==> src/rtl/fetch_decode_buffer_pkg.sv <==
// Shared pipeline types for the fetch/decode boundary: the canonical NOP and the
// queued fetch entry layout.
package pipeline_pkg;
  localparam int XLEN = 32;
  localparam logic [XLEN-1:0] NOP_INSTR = 32'h0000_0013;

  typedef struct packed {
    logic [XLEN-1:0] instr;
    logic [XLEN-1:0] pc;
    logic [XLEN-1:0] pre_pc;
  } fd_entry_t;
endpackage

==> src/rtl/fetch_decode_buffer.sv <==
// In-order instruction queue between fetch and decode, flushed on redirect.
// Optional macro FDBUF_STATS_EN adds stall_cycles and flush_count counters.
module fetch_decode_buffer
  import pipeline_pkg::*;
#(
  parameter int DataWidth = XLEN,
  parameter int DEPTH     = 2
) (
  input  logic                       clk,
  input  logic                       rst,
  input  logic                       in_valid,
  input  logic [DataWidth-1:0]       instruction_in,
  input  logic [DataWidth-1:0]       pc_in,
  input  logic [DataWidth-1:0]       pre_pc_in,
  output logic                       in_ready,
  input  logic                       flush,
  input  logic                       out_ready,
  output logic                       out_valid,
  output logic [DataWidth-1:0]       instruction_out,
  output logic [DataWidth-1:0]       pc_out,
  output logic [DataWidth-1:0]       pre_pc_out,
`ifdef FDBUF_STATS_EN
  output logic [31:0]                stall_cycles,
  output logic [31:0]                flush_count,
`endif
  output logic [$clog2(DEPTH):0]     count
);

  localparam int PW = $clog2(DEPTH);
  localparam int CW = PW + 1;

  // Handshake: a transfer happens on a rising edge when valid and ready are both
  // high and flush is low; ready never depends combinationally on the other side.
  logic [PW-1:0] wr_ptr;
  logic [PW-1:0] rd_ptr;
  logic [CW-1:0] count_q;
  fd_entry_t     storage [DEPTH];
  fd_entry_t     head;
  logic          push;
  logic          pop;

  assign in_ready  = (count_q != CW'(DEPTH));
  assign out_valid = (count_q != '0);
  assign push      = in_valid && in_ready && !flush;
  assign pop       = out_valid && out_ready && !flush;
  assign count     = count_q;

  always_ff @(posedge clk or posedge rst) begin
    if (rst) begin
      wr_ptr  <= '0;
      rd_ptr  <= '0;
      count_q <= '0;
    end else if (flush) begin
      wr_ptr  <= '0;
      rd_ptr  <= '0;
      count_q <= '0;
    end else begin
      if (push) wr_ptr <= wr_ptr + 1'b1;
      if (pop)  rd_ptr <= rd_ptr + 1'b1;
      case ({push, pop})
        2'b10:   count_q <= count_q + 1'b1;
        2'b01:   count_q <= count_q - 1'b1;
        default: count_q <= count_q;
      endcase
    end
  end

  // Data slots carry no reset; validity is tracked by the pointers and count only.
  always_ff @(posedge clk) begin
    if (push) begin
      storage[wr_ptr] <= '{instr: instruction_in, pc: pc_in, pre_pc: pre_pc_in};
    end
  end

  assign head = storage[rd_ptr];

  always_comb begin
    instruction_out = NOP_INSTR;
    pc_out          = '0;
    pre_pc_out      = '0;
    if (out_valid) begin
      instruction_out = head.instr;
      pc_out          = head.pc;
      pre_pc_out      = head.pre_pc;
    end
  end

`ifdef FDBUF_STATS_EN
  always_ff @(posedge clk or posedge rst) begin
    if (rst) begin
      stall_cycles <= '0;
      flush_count  <= '0;
    end else begin
      if (in_valid && !in_ready) stall_cycles <= stall_cycles + 32'd1;
      if (flush)                 flush_count  <= flush_count + 32'd1;
    end
  end
`endif

endmodule

==> config.mk <==
export PLATFORM = sky130hd
export DESIGN_NAME = fetch_decode_buffer
export DESIGN_NICKNAME = d
export VERILOG_FILES = /design/src/rtl/fetch_decode_buffer_pkg.sv /design/src/rtl/fetch_decode_buffer.sv
export SDC_FILE = /design/constraint.sdc
export NUM_CORES = 1
export LEC_CHECK = 0
export BUFFER_PORTS_ARGS = -buffer_cell sky130_fd_sc_hd__buf_2
export CORE_ASPECT_RATIO = 0.75
export CORE_UTILIZATION = 46
export CTS_BUF_LIST = sky130_fd_sc_hd__clkbuf_4 sky130_fd_sc_hd__clkbuf_8 sky130_fd_sc_hd__clkbuf_16
export DETAILED_ROUTE_END_ITERATION = 10
export GPL_TIMING_DRIVEN = 0
export HOLD_SLACK_MARGIN = 0.02
export PLACE_DENSITY_LB_ADDON = 0.25
export SLEW_MARGIN = 20
export SYNTH_ARGS = -nofsm -noshare
export SYNTH_HDL_FRONTEND = slang
export SYNTH_SLANG_ARGS = --single-unit
==> constraint.sdc <==
create_clock -name clk -period 9.7 [get_ports clk]
set_input_delay 0 -clock clk [delete_from_list [all_inputs] [get_ports clk]]
set_output_delay 0 -clock clk [all_outputs]
set_load 0.01 [all_outputs]
### After elaboration in Yosys (flattened, before gate mapping)

Memory sizes are Yosys's and may differ from the RTL's.
Cells that the tools add are included.

* bits of input ports: 101
* word-level logic and storage cells: 31
* memory bits (writable): 192
* memories: 1
* latch bits: 0
* output and inout port bits: 100
* flip-flop bits (word level): 4
* memory bits (read-only): 0

* $lt $le $gt $ge: 0
* bitwise logic cells: 0
* div/mod/pow operators: 0
* equality and inequality tests: 3
* shift-type cells: 0
* reduce and logical (&&, ||, !) cells: 9
* add/sub/neg operators: 4
* mux-type cells: 11
* $mul: 0

Memory list
* storage: depth 2, width 96, rd ports 1, clocked after Yosys merged registers in 0, write ports 1, line fetch_decode_buffer.sv:37 `fd_entry_t storage [DEPTH];`

Operators with widths (count)
* 2-to-1 mux 32 bit: 3
* 2-to-1 mux 1 bit: 6
* nonzero test 2 bit: 3
* logical AND 1 bit: 4
* one-hot mux 2 bit (2 select lines): 1
* nonzero test 3 bit: 1
* adder 1 bit (second input constant): 2
* adder 2 x 1 -> 2 bit (second input constant): 1
* == test 2 x 1 -> 1 bit (second input constant): 1
* == test 2 bit (second input constant): 1
* 2-to-1 mux 2 bit: 1
* inequality test 2 bit (second input constant): 1
* subtractor 2 x 1 -> 2 bit (second input constant): 1
* zero test 1 bit: 1

### Depth between registers and ports, before layout

* word-level depth: 6
* depth in mapped cells: 5
* mapped depth without buffers: 4

### Least setup slack after synthesis

Ideal clock, no wire load.

* path kind: reg2reg
* from: reg count_q[1] (netlist: count[1])
* to: mem storage[1][0] in the netlist's numbering (enable)
* buffers on the path: 0
* data required time: 9.010 ns
* setup slack: 1.256 ns
* cell stages (with the launch flop): 5
* library setup time: 0.690 ns
* period minus slack after synthesis: 8.444 ns
* data arrival time: 7.754 ns
* path through: dfrtp_1 -> nor2b_2 -> inv_2 -> nand2_1 -> nor3b_1

* longest elaborated chain between the ends: 5

RTL lines
* start: declaration: line fetch_decode_buffer.sv:36 `logic [CW-1:0] count_q;`
* start signal: assignment: line fetch_decode_buffer.sv:61 `2'b10: count_q <= count_q + 1'b1;`
* start signal: assignment: line fetch_decode_buffer.sv:62 `2'b01: count_q <= count_q - 1'b1;`
* start signal: assignment: line fetch_decode_buffer.sv:63 `default: count_q <= count_q;`
* inequality test 2 bit: line fetch_decode_buffer.sv:42 `assign in_ready = (count_q != CW'(DEPTH));`
* named net in_ready: line fetch_decode_buffer.sv:15 `output logic in_ready,`
* logical AND 1 bit (2 in series): line fetch_decode_buffer.sv:44 `assign push = in_valid && in_ready && !flush;`
* 2-to-1 mux 1 bit: line fetch_decode_buffer.sv:70 `if (push) begin`
* 2-to-1 mux 1 bit (implied by the code): line fetch_decode_buffer.sv:71 `storage[wr_ptr] <= '{instr: instruction_in, pc: pc_in, pre_pc: pre_pc_in};`
* end: declaration: line fetch_decode_buffer.sv:37

The timed path passes the listed nets, and every way through them passes these cells.

### Worst setup path after layout

* from: reg count_q[1] (netlist: count[1])
* to: mem storage[1][90] in the netlist's numbering (enable)

* longest elaborated chain between the ends: 5

RTL lines (line)
* inequality test 2 bit: fetch_decode_buffer.sv:42
* logical AND 1 bit (2 in series): fetch_decode_buffer.sv:44
* 2-to-1 mux 1 bit: fetch_decode_buffer.sv:70
* 2-to-1 mux 1 bit (implied by the code): fetch_decode_buffer.sv:71

Every way passes these cells.

==> run metrics <==
status finished, final reports clean; Seq. cell area 5870 sq um; setup TNS 0 ns; worst-case clock buffer depth 2; Total Routed Length 15.8 mm; Worst EP arrival 2.46 ns; CTS resizes 0; DR pass1 iterations 4; reg2reg setup slack 7.38 ns; Skew-Pair Late Insertion Delay 0.43 ns; Die H 112 um; Detailed Route Iter0 Violations 216; Max Cap Viol 0; most frequent cells in the layout buf_2, edfxtp_1, dlygate4sd3_1, mux2i_1, nor2_1; post-DR wirelength/cell 15.9 um; Synth top area share 0.772; Cell variety after synth 21; CP most frequent cell buf_4; Nets 877; worst-case clock skew 0.0107 ns; Initial Utilization 0.480; Final period util 0.239; sequential fraction of the synthesis area 0.785; mean area per synthesized cell 17.3 sq um; Die ar. 16800 sq um; CTS clk-pin slew, worst paths 0.07 ns; Final GP Congestion 0.733; total CTS buffers 17; critical path launch point type flop; critical path's slowest cell dfrtp_1; Vias/cell 4.84; Slew @ Worst Pin 0.317 ns; CP top delay family buffers and inverters; commonest non-fill, non-tap cell in the layout buf_2; global-route wire length before repair 24.8 mm; # diodes 0; maximum vdd drop 0.124 mV; fin util 0.675; WP data required 9.84 ns; area of the multi-input gates 1460 sq um; HP Class primary input to flop; Setup crit start count[1]; Remaining Overflow, GRT 0; DRC violation count after routing 0; total core area 15600 sq um; maximum clock frequency 431 MHz; Port Buf Inserts 200; Final HPWL DP 10.5 mm; WS Path Type flop to flop; synth top area cells edfxtp_1, mux2i_1, nor2_1; Synth Warn # 0; H-tree levels 4; via count 4809; WHS 0.286 ns; fin. max-slew vios 0; Post-CTS Setup Inserts 0; root buffer cell clkbuf_16; initial antenna violation count 0; RSZ-0062 raised after global routing no; pwr dens 177 nW/um^2; Worst R2R End storage[1][90]; Setup crit end kind flop; LEAKAGE 0.00410 uW; Final Setup Violations 0; TritonCTS clock tree built; Critical R2R Launch count[1]; Mapped Area 7470 sq um; hold_buf cts 102; share of cells above drive strength 1 0.352; slowest cell delay on critical path 0.45 ns; fin crit period 2.32 ns; total track usage 0.197; Fillers 1129; R2R cell count 8; Worst Path Buf+Inv 5; P&R area growth vs syn 40.6%; final hold violations 0; largest area contributor in the netlist edfxtp_1; Worst Setup EP storage[1][90]; Slew HR 0.787; post-detailed-route count of antenna-violating nets 0; vias in the first global route 5063; largest net degree at the start of global routing 19; die extent in x 149 um; Ports 201; Worst path depth 8; syn nets 534; Sink Count 196; CP Cell Sequence nor2b_2 > inv_2 > nand2_1 > nor3b_2 > buf_4 > buf_6 > buf_4 > buf_4; Yosys reg bits 196; Max FO, Critical Path 10; Rows 39; Synth Instances 433
registers in the layout (all words and copies together), names as in the netlist:
signal / cells
rd_ptr: 1
count: 2
storage: 192
wr_ptr: 1
power by group:
| group | total (uW) | leakage [uW] | internal, uW | switching [uW] |
|---|---|---|---|---|
| sequential | 972 | 0.00182 | 964 | 7.91 |
| combinational | 234 | 0.00202 | 112 | 122 |
| clock | 648 | 0.000265 | 335 | 313 |
| total | 1850 | 0.00410 | 1410 | 443 |
stage by stage:
step | cells | power, uW | instance area, sq um | setup WS (ns)
final | 994 | 1850 | 10500 | 7.38
after detailed placement | 860 | 1190 | 8930 | 7.37
after global routing | 994 | 1930 | 10500 | 7.24
after floorplan | 433 | 1110 | 7470 | 1.26
after global placement | 838 | 1190 | 8730 | -2.33
after CTS | 994 | 1870 | 10500 | 7.37
per-layer routing:
| metal | vias up | wire length, um | track usage |
|---|---|---|---|
| li1 | 2288 | - | - |
| met1 | 2353 | 6660 | 0.240 |
| met2 | 152 | 8050 | 0.340 |
| met3 | 16 | 927 | 0.0524 |
| met4 | 0 | 195 | 0.0680 |
| met5 | - | 0 | 0 |
cell families after synthesis:
logic type             Yosys count  share of synthesized area
AND/OR/NAND/NOR                106                     0.0563
buffers and inverters           25                     0.0214
XOR/XNOR                         1                    0.00117
flip-flops                     196                      0.785
multiplexers                    97                      0.130
AO/OA/AOI/OAI                    8                    0.00603
Yosys cell counts (all sizes together):
library cell and count:
edfxtp 192, mux2i 97, nor2 95, buf 21, a21oi 4, dfrtp 4, inv 4, nand2 4
nor3b 2, o21ai 2, a21o 1, nand3b 1, nor2b 1, nor3 1, o211ai 1, or2 1
or3 1, xor2 1
cell type report:
cell class | count | share of cell area
Sequential cell | 196 | 0.558
Timing Repair Buffer | 324 | 0.211
Multi-Input combinational cell | 212 | 0.139
Clock buffer | 17 | 0.0405
Tap cell | 205 | 0.0244
Buffer | 21 | 0.0138
Clock inverter | 15 | 0.0117
Inverter | 4 | 0.00143
worst min path at each step:
stage | start | endpoint | slack [ns] | cells past startpoint
after floorplan | rst | count[0] | -0.23 | 1
after global placement | rst | rd_ptr | -0.11 | 2
after detailed placement | rst | count[0] | -0.11 | 2
after CTS | instruction_in[19] | storage[1][83] | 0.27 | 2
after global routing | instruction_in[19] | storage[0][83] | 0.27 | 2
final | instruction_in[4] | storage[0][68] | 0.29 | 2
worst reg2reg max path: cells and delay by family, from the launching register on:
kind / cells / cell delay, ns
DFF: 1 / 0.45
and+or+nand+nor: 3 / 0.58
buffers and inverters: 5 / 1.00
No activity file was read; power rests on OpenSTA's default activity.
